## config.mk

```make
export PLATFORM = sky130hd
export DESIGN_NAME = work_ram_arbiter
export DESIGN_NICKNAME = d
export VERILOG_FILES = /design/src/rtl/work_ram_pkg.sv /design/src/rtl/work_ram_arbiter.sv
export SDC_FILE = /design/constraint.sdc
export NUM_CORES = 1
export LEC_CHECK = 0
export CAP_MARGIN = 20
export CELL_PAD_IN_SITES_DETAIL_PLACEMENT = 1
export CELL_PAD_IN_SITES_GLOBAL_PLACEMENT = 1
export CORE_MARGIN = 1
export CORE_UTILIZATION = 26
export DETAILED_ROUTE_END_ITERATION = 10
export PLACE_DENSITY = 0.94
export SETUP_SLACK_MARGIN = 0.1
export SKIP_LAST_GASP = 1
export SLEW_MARGIN = 0
export SYNTH_ARGS = -nofsm -noshare
export SYNTH_HDL_FRONTEND = slang
export SYNTH_SLANG_ARGS = --single-unit
```

## constraint.sdc

```tcl
create_clock -name clk -period 2.82 [get_ports clk]
set_clock_uncertainty 0.15 [all_clocks]
set_input_delay 0.564 -clock clk [delete_from_list [all_inputs] [get_ports clk]]
set_output_delay 0.564 -clock clk [all_outputs]
set_load 0.02 [all_outputs]
```

## src/rtl/work_ram_pkg.sv

```systemverilog
// Shared types and sizes for the work RAM arbiter.
package work_ram_pkg;

  localparam int unsigned WR_AW = 13;
  localparam int unsigned WR_DW = 8;

  typedef enum logic {ST_CLEAR, ST_RUN} state_e;

  typedef enum logic [1:0] {OWN_NONE, OWN_A, OWN_B} owner_e;

endpackage

```

## src/rtl/work_ram_arbiter.sv

```systemverilog
// Two-port arbiter in front of the single-port work RAM: zero-fills after reset,
// then grants one access per cycle, port A first, with a bounded wait for port B.
module work_ram_arbiter
  import work_ram_pkg::*;
#(
  parameter int unsigned AW       = WR_AW,
  parameter int unsigned DW       = WR_DW,
  parameter int unsigned MAX_WAIT = 4,
  parameter bit          CLEAR_EN = 1'b1
) (
  input  logic          clk,
  input  logic          reset_n,
  input  logic          a_req,
  input  logic          a_we,
  input  logic [AW-1:0] a_addr,
  input  logic [DW-1:0] a_wdata,
  output logic          a_gnt,
  output logic          a_rvalid,
  output logic [DW-1:0] a_rdata,
  input  logic          b_req,
  input  logic          b_we,
  input  logic [AW-1:0] b_addr,
  input  logic [DW-1:0] b_wdata,
  output logic          b_gnt,
  output logic          b_rvalid,
  output logic [DW-1:0] b_rdata,
  output logic          busy,
  output logic          ram_ce,
  output logic          ram_oce,
  output logic          ram_reset,
  output logic          ram_wre,
  output logic [AW-1:0] ram_ad,
  output logic [DW-1:0] ram_din,
  input  logic [DW-1:0] ram_dout
);

  localparam int unsigned CW = $clog2(MAX_WAIT + 1);
  localparam logic [CW-1:0] WaitMax = CW'(MAX_WAIT);
  localparam state_e StReset = CLEAR_EN ? ST_CLEAR : ST_RUN;

  state_e        state_q, state_d;
  owner_e        rd_owner_q, rd_owner_d;
  logic [AW-1:0] clr_addr_q, clr_addr_d;
  logic [CW-1:0] wait_cnt_q, wait_cnt_d;
  logic          b_force;

  always_ff @(posedge clk or negedge reset_n) begin
    if (!reset_n) begin
      state_q    <= StReset;
      rd_owner_q <= OWN_NONE;
      clr_addr_q <= '0;
      wait_cnt_q <= '0;
    end else begin
      state_q    <= state_d;
      rd_owner_q <= rd_owner_d;
      clr_addr_q <= clr_addr_d;
      wait_cnt_q <= wait_cnt_d;
    end
  end

  always_comb begin
    state_d    = state_q;
    rd_owner_d = OWN_NONE;
    clr_addr_d = clr_addr_q;
    wait_cnt_d = wait_cnt_q;
    a_gnt      = 1'b0;
    b_gnt      = 1'b0;
    ram_ce     = 1'b0;
    ram_wre    = 1'b0;
    ram_ad     = a_addr;
    ram_din    = a_wdata;
    b_force    = b_req & (wait_cnt_q == WaitMax);

    unique case (state_q)
      ST_CLEAR: begin
        ram_ce     = 1'b1;
        ram_wre    = 1'b1;
        ram_din    = '0;
        ram_ad     = clr_addr_q;
        clr_addr_d = clr_addr_q + 1'b1;
        if (&clr_addr_q) state_d = ST_RUN;
      end
      ST_RUN: begin
        b_gnt = b_req & (~a_req | b_force);
        a_gnt = a_req & ~b_gnt;
        if (b_gnt) begin
          ram_ce     = 1'b1;
          ram_wre    = b_we;
          ram_ad     = b_addr;
          ram_din    = b_wdata;
          rd_owner_d = b_we ? OWN_NONE : OWN_B;
        end else if (a_gnt) begin
          ram_ce     = 1'b1;
          ram_wre    = a_we;
          rd_owner_d = a_we ? OWN_NONE : OWN_A;
        end
      end
      default: state_d = StReset;
    endcase

    if (!b_req || b_gnt) begin
      wait_cnt_d = '0;
    end else if (a_gnt && wait_cnt_q != WaitMax) begin
      wait_cnt_d = wait_cnt_q + 1'b1;
    end

    // Nothing reaches the RAM or the requesters while reset is held.
    if (!reset_n) begin
      a_gnt   = 1'b0;
      b_gnt   = 1'b0;
      ram_ce  = 1'b0;
      ram_wre = 1'b0;
    end
  end

  assign busy      = (state_q == ST_CLEAR);
  assign ram_oce   = 1'b1;
  assign ram_reset = 1'b0;
  assign a_rvalid  = (rd_owner_q == OWN_A);
  assign b_rvalid  = (rd_owner_q == OWN_B);
  assign a_rdata   = a_rvalid ? ram_dout : '0;
  assign b_rdata   = b_rvalid ? ram_dout : '0;

endmodule
```

==> results of run 1 <==
## routing by layer
layer	GRT usage (%)	vias to the layer above	routed length, µm
li1	-	885	-
met1	19.3	900	2180
met2	35.5	82	2930
met3	3.02	7	357
met4	5.00	0	64
met5	0	-	0
## power groups by stage
| stage | clock network (mW) | registers (mW) | logic, mW |
|---|---|---|---|
| 2_1_floorplan | 0 | 0.278 | 0.0403 |
| 3_3_place_gp | 0 | 0.278 | 0.144 |
| 3_5_place_dp | 0 | 0.278 | 0.148 |
| 4_1_cts | 0.195 | 0.272 | 0.150 |
| 5_1_grt | 0.203 | 0.272 | 0.163 |
| 6_report | 0.194 | 0.272 | 0.149 |
## per-stage QoR
step / hold slack [ps] / utilization (%) / cell area [µm²]
after floorplan: 118 / - / 1530
after global placement: 344 / 47.5 / 2650
after detailed placement: 349 / 47.5 / 2650
after CTS: 358 / 47.0 / 2620
after global routing: 380 / 47.0 / 2620
final: 368 / 47.0 / 2620
## cell type report
type                            instances  area share [%]
Tap cell                               72            3.44
Clock inverter                          1           0.191
Sequential cell                        19            18.1
Inverter                                5           0.716
Timing Repair Buffer                  111            39.0
Multi-Input combinational cell        158            36.9
Clock buffer                            3            1.58
## synthesized netlist by cell type, types with 2 or more instances
cell and count:
a31oi_1 12, dfrtp_1 19, o21ai_1 2, xnor2_1 4, ha_1 3, clkbuf_1 7
conb_1 2, o21ai_0 19, nand3_1 25, nor2_1 18, nor4_2 3, nor3_1 3
and2_1 16, nand4_1 2, buf_4 2, inv_1 5, nand2_1 13, a21oi_1 11
buf_2 7, nor2b_1 3, xor2_1 8
## worst paths after layout
check                           slack (ps)        endpoint  depth (start not counted)
min in group asynchronous              660  clr_addr_q[11]                          2
worst min-delay path                   370  clr_addr_q[12]                          1
worst min register to register         370  clr_addr_q[12]                          1
worst max register to register        1160  clr_addr_q[11]                          4
max in group asynchronous             1660   clr_addr_q[7]                          2
worst max-delay path                   190       ram_ad[1]                          7
## critical path: stages, from the launching register on
cell      delay, ps
dfrtp_1         410
inv_1           110
ha_1            250
a21bo_2         200
buf_12          150
nand3_1         100
a31oi_1         220
clkbuf_2        210
## kinds of logic after synthesis
kind of cell / count (synthesis) / share of synthesized area [%]
AOI/OAI and AO/OA: 50 / 19.2
xor gates and xnor gates: 12 / 6.89
buffers and inverters: 22 / 6.48
muxes: 1 / 0.738
adders and majority gates: 3 / 2.46
DFF: 19 / 31.1
and+or+nand+nor: 90 / 32.6
other: 2 / 0.492
## sequential cells by signal, summed over array words and instances, names as in the netlist
register    count
clr_addr_q     13
wait_cnt_q      3
state_q         1
rd_owner_q      2
## repair_timing
action                                  in CTS  in global routing
endpoints found under the setup margin      24                  7
resized for setup                          102                 11
setup buffers                                1                  0
==> metrics.md, run 1 <==
| Metric | Value |
|---|---|
| Comb power frac | 24.3% |
| Power Total | around 620 µW |
| WP data required | 2110 ps |
| Non-filler instance count after layout | 369 |
| # fillers | slightly below 700 |
| Yosys warning count | 0 |
| DIE AREA | 0.00618 mm² |
| DRT antenna net count | 0 |
| WP data arrival | 1920 ps |
| Commonest non-fill, non-tap cell in the layout | clkdlybuf4s50_1 |
| Post-synth EDFFs | 0 |
| Num rows | 27 |
| Initial Util | 27.4% |
| CTS tree | built |
| H-tree level count | 1 |
| Syn Area/Cell | 7.67 µm² |
| DP Worst Slack | -352 ps |
| Largest net degree at the start of global routing | 25 |
| Placed insts | 364 |
| Layout cells sized above 1 | 16.5% |
| Clock buffer depth | 2 |
| Most common flop cell mapped by yosys | dfrtp_1 |
| Crit path time final | 2630 ps |
| PortBufs | 99 |
| I/O pin count | around 100 |
| Achievable frequency | 380 MHz |
| Worst-skew pair later-pin latency | 260 ps |
| Yosys top cell by area | dfrtp_1 |
| DR DRC count | 0 |
| Antenna diodes | 0 |
| Worst Slack Setup Final | 190 ps |
| Inserted Clock Buffers | 3 |
| Peak supply drop | 142 µV |
| Leakage power | 1.12 nW |
| Area occupied by multi-input gates | 967 µm² |
| Switching pwr | 151 µW |
| Number of global-route vias before repair | 1948 |
| Hold Crit Start | clr_addr_q[12] |
| Gate Count Post-Synth | roughly 200 |
| Most frequent cells in the layout | clkdlybuf4s50_1, nand3_1, o21ai_0, dfrtp_1, buf_2 |
| Worst Setup SP | wait_cnt_q[0] |
| TritonRoute pass-1 iters | 4 |
| Post-synth top area share | 31.1% |
| Startpoint types | flop |
| Outcome | finished clean |
| Clock Tree Root | clkbuf_8 |
| Largest fanout on the critical path | 21 |
| Routability cong. | 0.816 |
| Ys async rst share | 100% |
| DR iter-0 viols | 29 |
| Post-Syn Area | 0.00153 mm² |
| Synth area leaders | dfrtp_1, nand3_1, and2_1 |
| Clk pwr share | 31.5% |
| Setup CP Type | flop to output port |
| Worst setup EP type | output port |
| Detailed-route via count | ~1900 |
| WL final | 5530 µm |
| # clock sinks | 19 |
| Final Max Slew Viols | 0 |
| RR Startpoint | state_q |
| Final period util | 93.3% |
| Final TNS setup | 0 ps |
| Post-synthesis sequential area ratio | 31.1% |
| Grt total ovfl | 0 |
| Internal power | 465 µW |
| Nets | 357 |
| Core Region | roughly 0.0056 mm² |
| Yosys cell types | 36 |
| Via density | 5.08 |
| Initial antenna violation count | 0 |
| Syn Nets | roughly 260 |
| Seq cells post-synth | 19 |
| Synthesis-to-finish area growth | 71.7% |
| Clock-pin slew on the worst setup and hold paths | 70 ps |
| DP HPWL | between 4000 and 5000 µm |
| Min-Delay Path Class | flop to flop |
| Storage element area | approximately 480 µm² |
| Gr usage total | 18.0% |
| First-pass GRT wire length | 8980 µm |
| Sequential share of power | 44.2% |
| Die H | 78.6 µm |
| Final setup violation count | 0 |
| Unrepaired setup endpoints after global routing | false |
| Wirelength per Cell | 15.0 µm |
| Max-cap violations | 0 |
| Final Hold Vio Count | 0 |
| Die width | roughly 80 µm |
| Pwr dens | 235 mW/mm² |
| Sw frac | roughly 25% |
| Cts hold-fix bufs | 0 |
Power figures use the tool's default switching activity.
==> inputs of run 2 (changes only) <==
--- a/config.mk
+++ b/config.mk
@@ -11,7 +11,7 @@
 export CORE_MARGIN = 1
 export CORE_UTILIZATION = 26
 export DETAILED_ROUTE_END_ITERATION = 10
-export PLACE_DENSITY = 0.94
+export PLACE_DENSITY_LB_ADDON = 0.1
 export SETUP_SLACK_MARGIN = 0.1
 export SKIP_LAST_GASP = 1
 export SLEW_MARGIN = 0
==> run 2 against run 1 <==
Net effect:
- worst hold slack lost 21 ps
- combinational power is essentially flat
- final cell count shrank 0.27%
- utilization shrank 0.27 points
- highest routed layer unchanged
- die area is the same
- maximum frequency shrank 1.4%
==> metrics.md, run 2 (synthesized netlist as in run 1, its figures left out) <==
| Metric | Value |
|---|---|
| Normalized max-slew margin | 66.0% |
| Max reg flops | 13 |
| Power Total | 614 µW |
| Die width | 78.6 µm |
| Setup CP Type | input pin to output port |
| Most frequent cells in the layout | clkdlybuf4s50_1, nand3_1, o21ai_0, dfrtp_1, buf_2 |
| DR DRC count | 0 |
| Grt total ovfl | 0 |
| Die H | approximately 79 µm |
| Nets | 356 |
| DR iter-0 viols | 67 |
| Core Region | 0.00557 mm² |
| Layout cells sized above 1 | between 10% and 20% |
| Achievable frequency | 375 MHz |
| Final period util | 94.6% |
| TritonRoute pass-1 iters | 4 |
| Via density | 5.01 |
| Routability cong. | 0.694 |
| # clock sinks | 19 |
| WP data arrival | roughly 2000 ps |
| WL final | 5560 µm |
| Worst path top cell family by delay | buffers and inverters |
| Pwr dens | 236 mW/mm² |
| Critical-path cell list | clkdlybuf4s50_1 -> a21boi_4 -> buf_12 -> o21ai_0 -> a31oi_1 -> buf_2 |
| CTS tree | built |
| Largest net degree at the start of global routing | 36 |
| Outcome | finished clean |
| Commonest non-fill, non-tap cell in the layout | clkdlybuf4s50_1 |
| Regs by FF count | clr_addr_q x13, wait_cnt_q x3, rd_owner_q x2 |
| WP data required | 2110 ps |
| Clock buffer depth | 2 |
| Peak supply drop | 137 µV |
| Final Max Slew Viols | 0 |
| Crit path max-delay cell type | clkdlybuf4s50_1 |
| Clock Tree Root | clkbuf_8 |
| Largest fanout on the critical path | 20 |
| Final Hold Vio Count | 0 |
| Antenna diodes | 0 |
| Placed insts | 363 |
| Worst setup EP type | output port |
| PortBufs | 99 |
| Max-cap violations | 0 |
| Startpoint types | input pin |
| Unrepaired setup endpoints after global routing | true |
| Detailed-route via count | about 1800 |
| Worst Max-Slew Pin Slew | 509 ps |
| Min-Delay Path Class | flop to flop |
| Gr usage total | 19.3% |
| Crit path time final | 2670 ps |
| DIE AREA | ~0.0062 mm² |
| Post-route cell area | 0.00261 mm² |
| Wirelength per Cell | 15.1 µm |
| Num rows | 27 |
| Initial antenna violation count | 0 |
| Inserted Clock Buffers | 3 |
| Worst path max stage delay | 500 ps |
| Most flops, register | clr_addr_q |
| DP HPWL | about 4300 µm |
| H-tree level count | 1 |
| Final setup violation count | 0 |
| DP Area | ~0.0027 mm² |
| I/O pin count | between 100 and 150 |
| Clock-pin slew on the worst setup and hold paths | 70 ps |
| DRT antenna net count | 0 |
| Post-layout util | 46.8% |
| Initial Util | 27.4% |
| Number of global-route vias before repair | 1889 |
| First-pass GRT wire length | 9260 µm |
| Worst-skew pair later-pin latency | 260 ps |
| Buffer and inverter count on the worst path | 3 |
| Non-filler instance count after layout | 368 |
| # fillers | 680 |
| Leakage power | 1.10 nW |
| Synthesis-to-finish area growth | 70.7% |
run 2: cell count changes in the layout (fill, tap and decap cells not counted), sizes merged:
cell	before	now
clkinv	1	0
dlygate4sd2	0	1
clkbuf	4	7
buf	33	31
dlymetal6s2s	2	0
clkdlybuf4s15	2	1
clkdlybuf4s50	73	74
run 2: layout make-up:
type | count | area, µm² | share of cell area (%)
flip-flops and latches | 19 | 475 | 18.2
clock buffers | 4 | 45.0 | 1.73
repair buffers | 110 | 1010 | 38.7
multi-input cells | 158 | 967 | 37.1
well taps | 72 | 90.1 | 3.46
inverters | 5 | 18.8 | 0.720
run 2: what timing repair did:
action / in CTS / in global routing
hold buffers: 0 / 0
setup buffers: 1 / 0
endpoints found under the hold margin: 0 / 0
setup endpoints to repair: 25 / 20
resized for setup: 89 / 20
run 2: per-layer routing:
| layer | vias to the layer above | routed length [µm] | global-route usage (%) | part of all wire (%) |
|---|---|---|---|---|
| met5 | - | 0 | 0 | 0 |
| met4 | 0 | 83 | 6.67 | 1.5 |
| met3 | 5 | 474 | 4.88 | 8.5 |
| met2 | 85 | 2490 | 31.3 | 45 |
| met1 | 867 | 2510 | 24.5 | 45 |
| li1 | 888 | - | - | - |
run 2: stage by stage:
stage / setup WS [ps] / TNS (ps) / hold WS [ps]
finish: 152 / 0 / 347
global route: 96.3 / 0 / 378
CTS: 65.5 / 0 / 354
detailed placement: -341 / -6340 / 344
global placement: -323 / -5800 / 341
floorplan: 643 / 0 / 118
run 2: path summary, 6_finish.rpt:
| path | from | to | slack, ps | cells after the start |
|---|---|---|---|---|
| hold reg to reg | clr_addr_q[10] | clr_addr_q[10] | 350 | 1 |
| setup reg to reg | state_q | clr_addr_q[11] | 1180 | 4 |
| setup / recovery | a_req | ram_ad[7] | 150 | 6 |
| max in group asynchronous | reset_n | clr_addr_q[0] | 1660 | 2 |
| hold / removal | clr_addr_q[10] | clr_addr_q[10] | 350 | 1 |
| min in group asynchronous | reset_n | clr_addr_q[1] | 660 | 2 |
run 2: where the power goes:
part | internal (mW) | leakage, nW | total (mW) | switching (mW)
Sequential | 0.272 | 0.251 | 0.272 | 0.0000000293
Combinational | 0.0932 | 0.822 | 0.149 | 0.0557
Clock | 0.101 | 0.0228 | 0.193 | 0.0923
==> RTL change, RTL diff (flow settings as in run 2) <==
Set the package constant `WR_DW` to 10 (it was 8).
--- a/src/rtl/work_ram_pkg.sv
+++ b/src/rtl/work_ram_pkg.sv
@@ -2,7 +2,7 @@
 package work_ram_pkg;
 
   localparam int unsigned WR_AW = 13;
-  localparam int unsigned WR_DW = 8;
+  localparam int unsigned WR_DW = 10;
 
   typedef enum logic {ST_CLEAR, ST_RUN} state_e;
 
Interface: changed (6 resized); port bits go from 102 to 114. No check against the original RTL was run, so the function may have changed too.
==> RTL change against run 2 <==
Wire length is 9.1% higher. Sequential cell count is the same. Critical path type unchanged. Power increased by 0.67%. Clock power down 4%. Final area up 7.5%. Worst hold slack improved by 0.013 ns. Die area rose by 3.8%. Synthesized cell count grew 5.0%. Setup slack improved by 0.060 ns. Final cell count up 7.9%. Register-to-register slack got worse by 0.07 ns. Synthesized area is 3.9% higher.
==> RTL change: results <==
[yosys]
synth.area.top_cells = dfrtp_1 30%, nand3_1 8.5%, and2_1 7.9%, o21ai_0 7.3%, a31oi_1 4.7%
async_flop_share_pct = 100
yosysSeqAreaShare_pct = 30.0
yosys-top-cells-count = 27 x nand3_1, 23 x o21ai_0, 20 x and2_1
yosys.cell_types.count = 36
synthAdderAreaFrac_pct = 2.37
synth-compound-area-share_pct = 19.7
synthMuxAreaShare_pct = 0.710
synth_xor_area_share_pct = 6.63
synth_nets = 274

[die]
std_cell_rows = 28

[drt]
totalWireLength_mm = 6.06
dr.pass1.iters = 4
detail-route-antenna-nets = 0
num_vias = 1928
drt_iter0_markers = 49

[critical_path]
rrSetupSlack_ns = 1.11
arrival_ns = 1.89
crit_fanout = 21
ff2ff_path_depth = 4

[min_path]
whs_path_depth = 1
min_to = clr_addr_q[10]
hp-class = reg2reg

[cts]
clkLatencyLatePin_ns = 0.25
htree_levels = 1

[power]
internal-power_mw = 0.474
max-vdd-ir-drop_mv = 0.239
leakagePower_nw = 1.19

[placement]
place_area_um2 = 2840
gp_congestion = 0.770
dp.final_hpwl_mm = 4.93
port_buffers = 111

[global_route]
grt_max_degree = 23
grt_first_pass_wirelength_mm = 9.69
antenna_found_initial = 0
globalRouteTotalUtil_pct = 19.4

[layout]
fillers = 741
drive_above_1_share_pct = 18.0
final_nets = 388
multiInputGateArea_um2 = 1020

[sta]
hold_ws_ns = 0.360

[status]
outcome = finished, final reports clean
[RTL change: cell types whose count changed after synthesis, moves of 2 or more]
cell / before / now
and2_1: 16 / 20
o21ai_0: 19 / 23
a21oi_1: 11 / 13
nand3_1: 25 / 27
o21ai_1: 2 / 0
[RTL change: kinds of logic after synthesis]
group	Yosys count
AOI/OAI and AO/OA	54
buffers and inverters	23
other	2
DFF	19
and+or+nand+nor	95
adders and majority gates	3
muxes	1
xor gates and xnor gates	12
[RTL change: worst max-delay path: stages]
cell	delay, ns
clkdlybuf4s50_1	0.44
inv_1	0.14
buf_4	0.25
o21ai_0	0.14
a31oi_1	0.17
clkbuf_2	0.19
[RTL change: cell type report]
| type | instances | share of cell area [%] |
|---|---|---|
| clock buffer | 4 | 1.61 |
| inverter | 5 | 0.714 |
| multi-input combinational | 167 | 36.6 |
| sequential | 19 | 17.0 |
| tap | 75 | 3.35 |
| timing repair buffer | 127 | 40.8 |
[RTL change: power groups by stage]
stage	registers, mW	logic, mW	clock network, mW
6_report	0.272	0.161	0.185
5_1_grt	0.272	0.175	0.205
4_1_cts	0.272	0.161	0.193
3_5_place_dp	0.278	0.160	0
3_3_place_gp	0.278	0.158	0
2_1_floorplan	0.278	0.0434	0
[RTL change: metal layers]
metal,share of wire (%),vias up,GRT usage (%)
met4,0.73,0,3.75
met5,0,-,0
met1,43,896,24.3
met3,6.6,4,5.00
li1,-,956,-
met2,49,72,33.3
[RTL change: stage by stage]
stage / instances / setup slack (ns)
4_1_cts: 397 / -0.00992
6_report: 397 / 0.212
5_1_grt: 397 / 0.124
3_5_place_dp: 392 / -0.320
3_3_place_gp: 392 / -0.297
2_1_floorplan: 209 / 0.522
[RTL change: worst max path at each step]
stage / startpoint / to / slack [ns]
final: b_req / ram_ad[9] / 0.21
after global routing: wait_cnt_q[0] / b_gnt / 0.12
after CTS: a_req / ram_ad[9] / -0.01
after detailed placement: a_req / ram_ad[9] / -0.32
after global placement: a_req / ram_ad[9] / -0.30
after floorplan: b_req / ram_ad[10] / 0.52
[RTL change: what timing repair did]
action	in CTS	in global routing
setup buffers	1	0
endpoints found under the setup margin	29	8
resized for setup	115	9
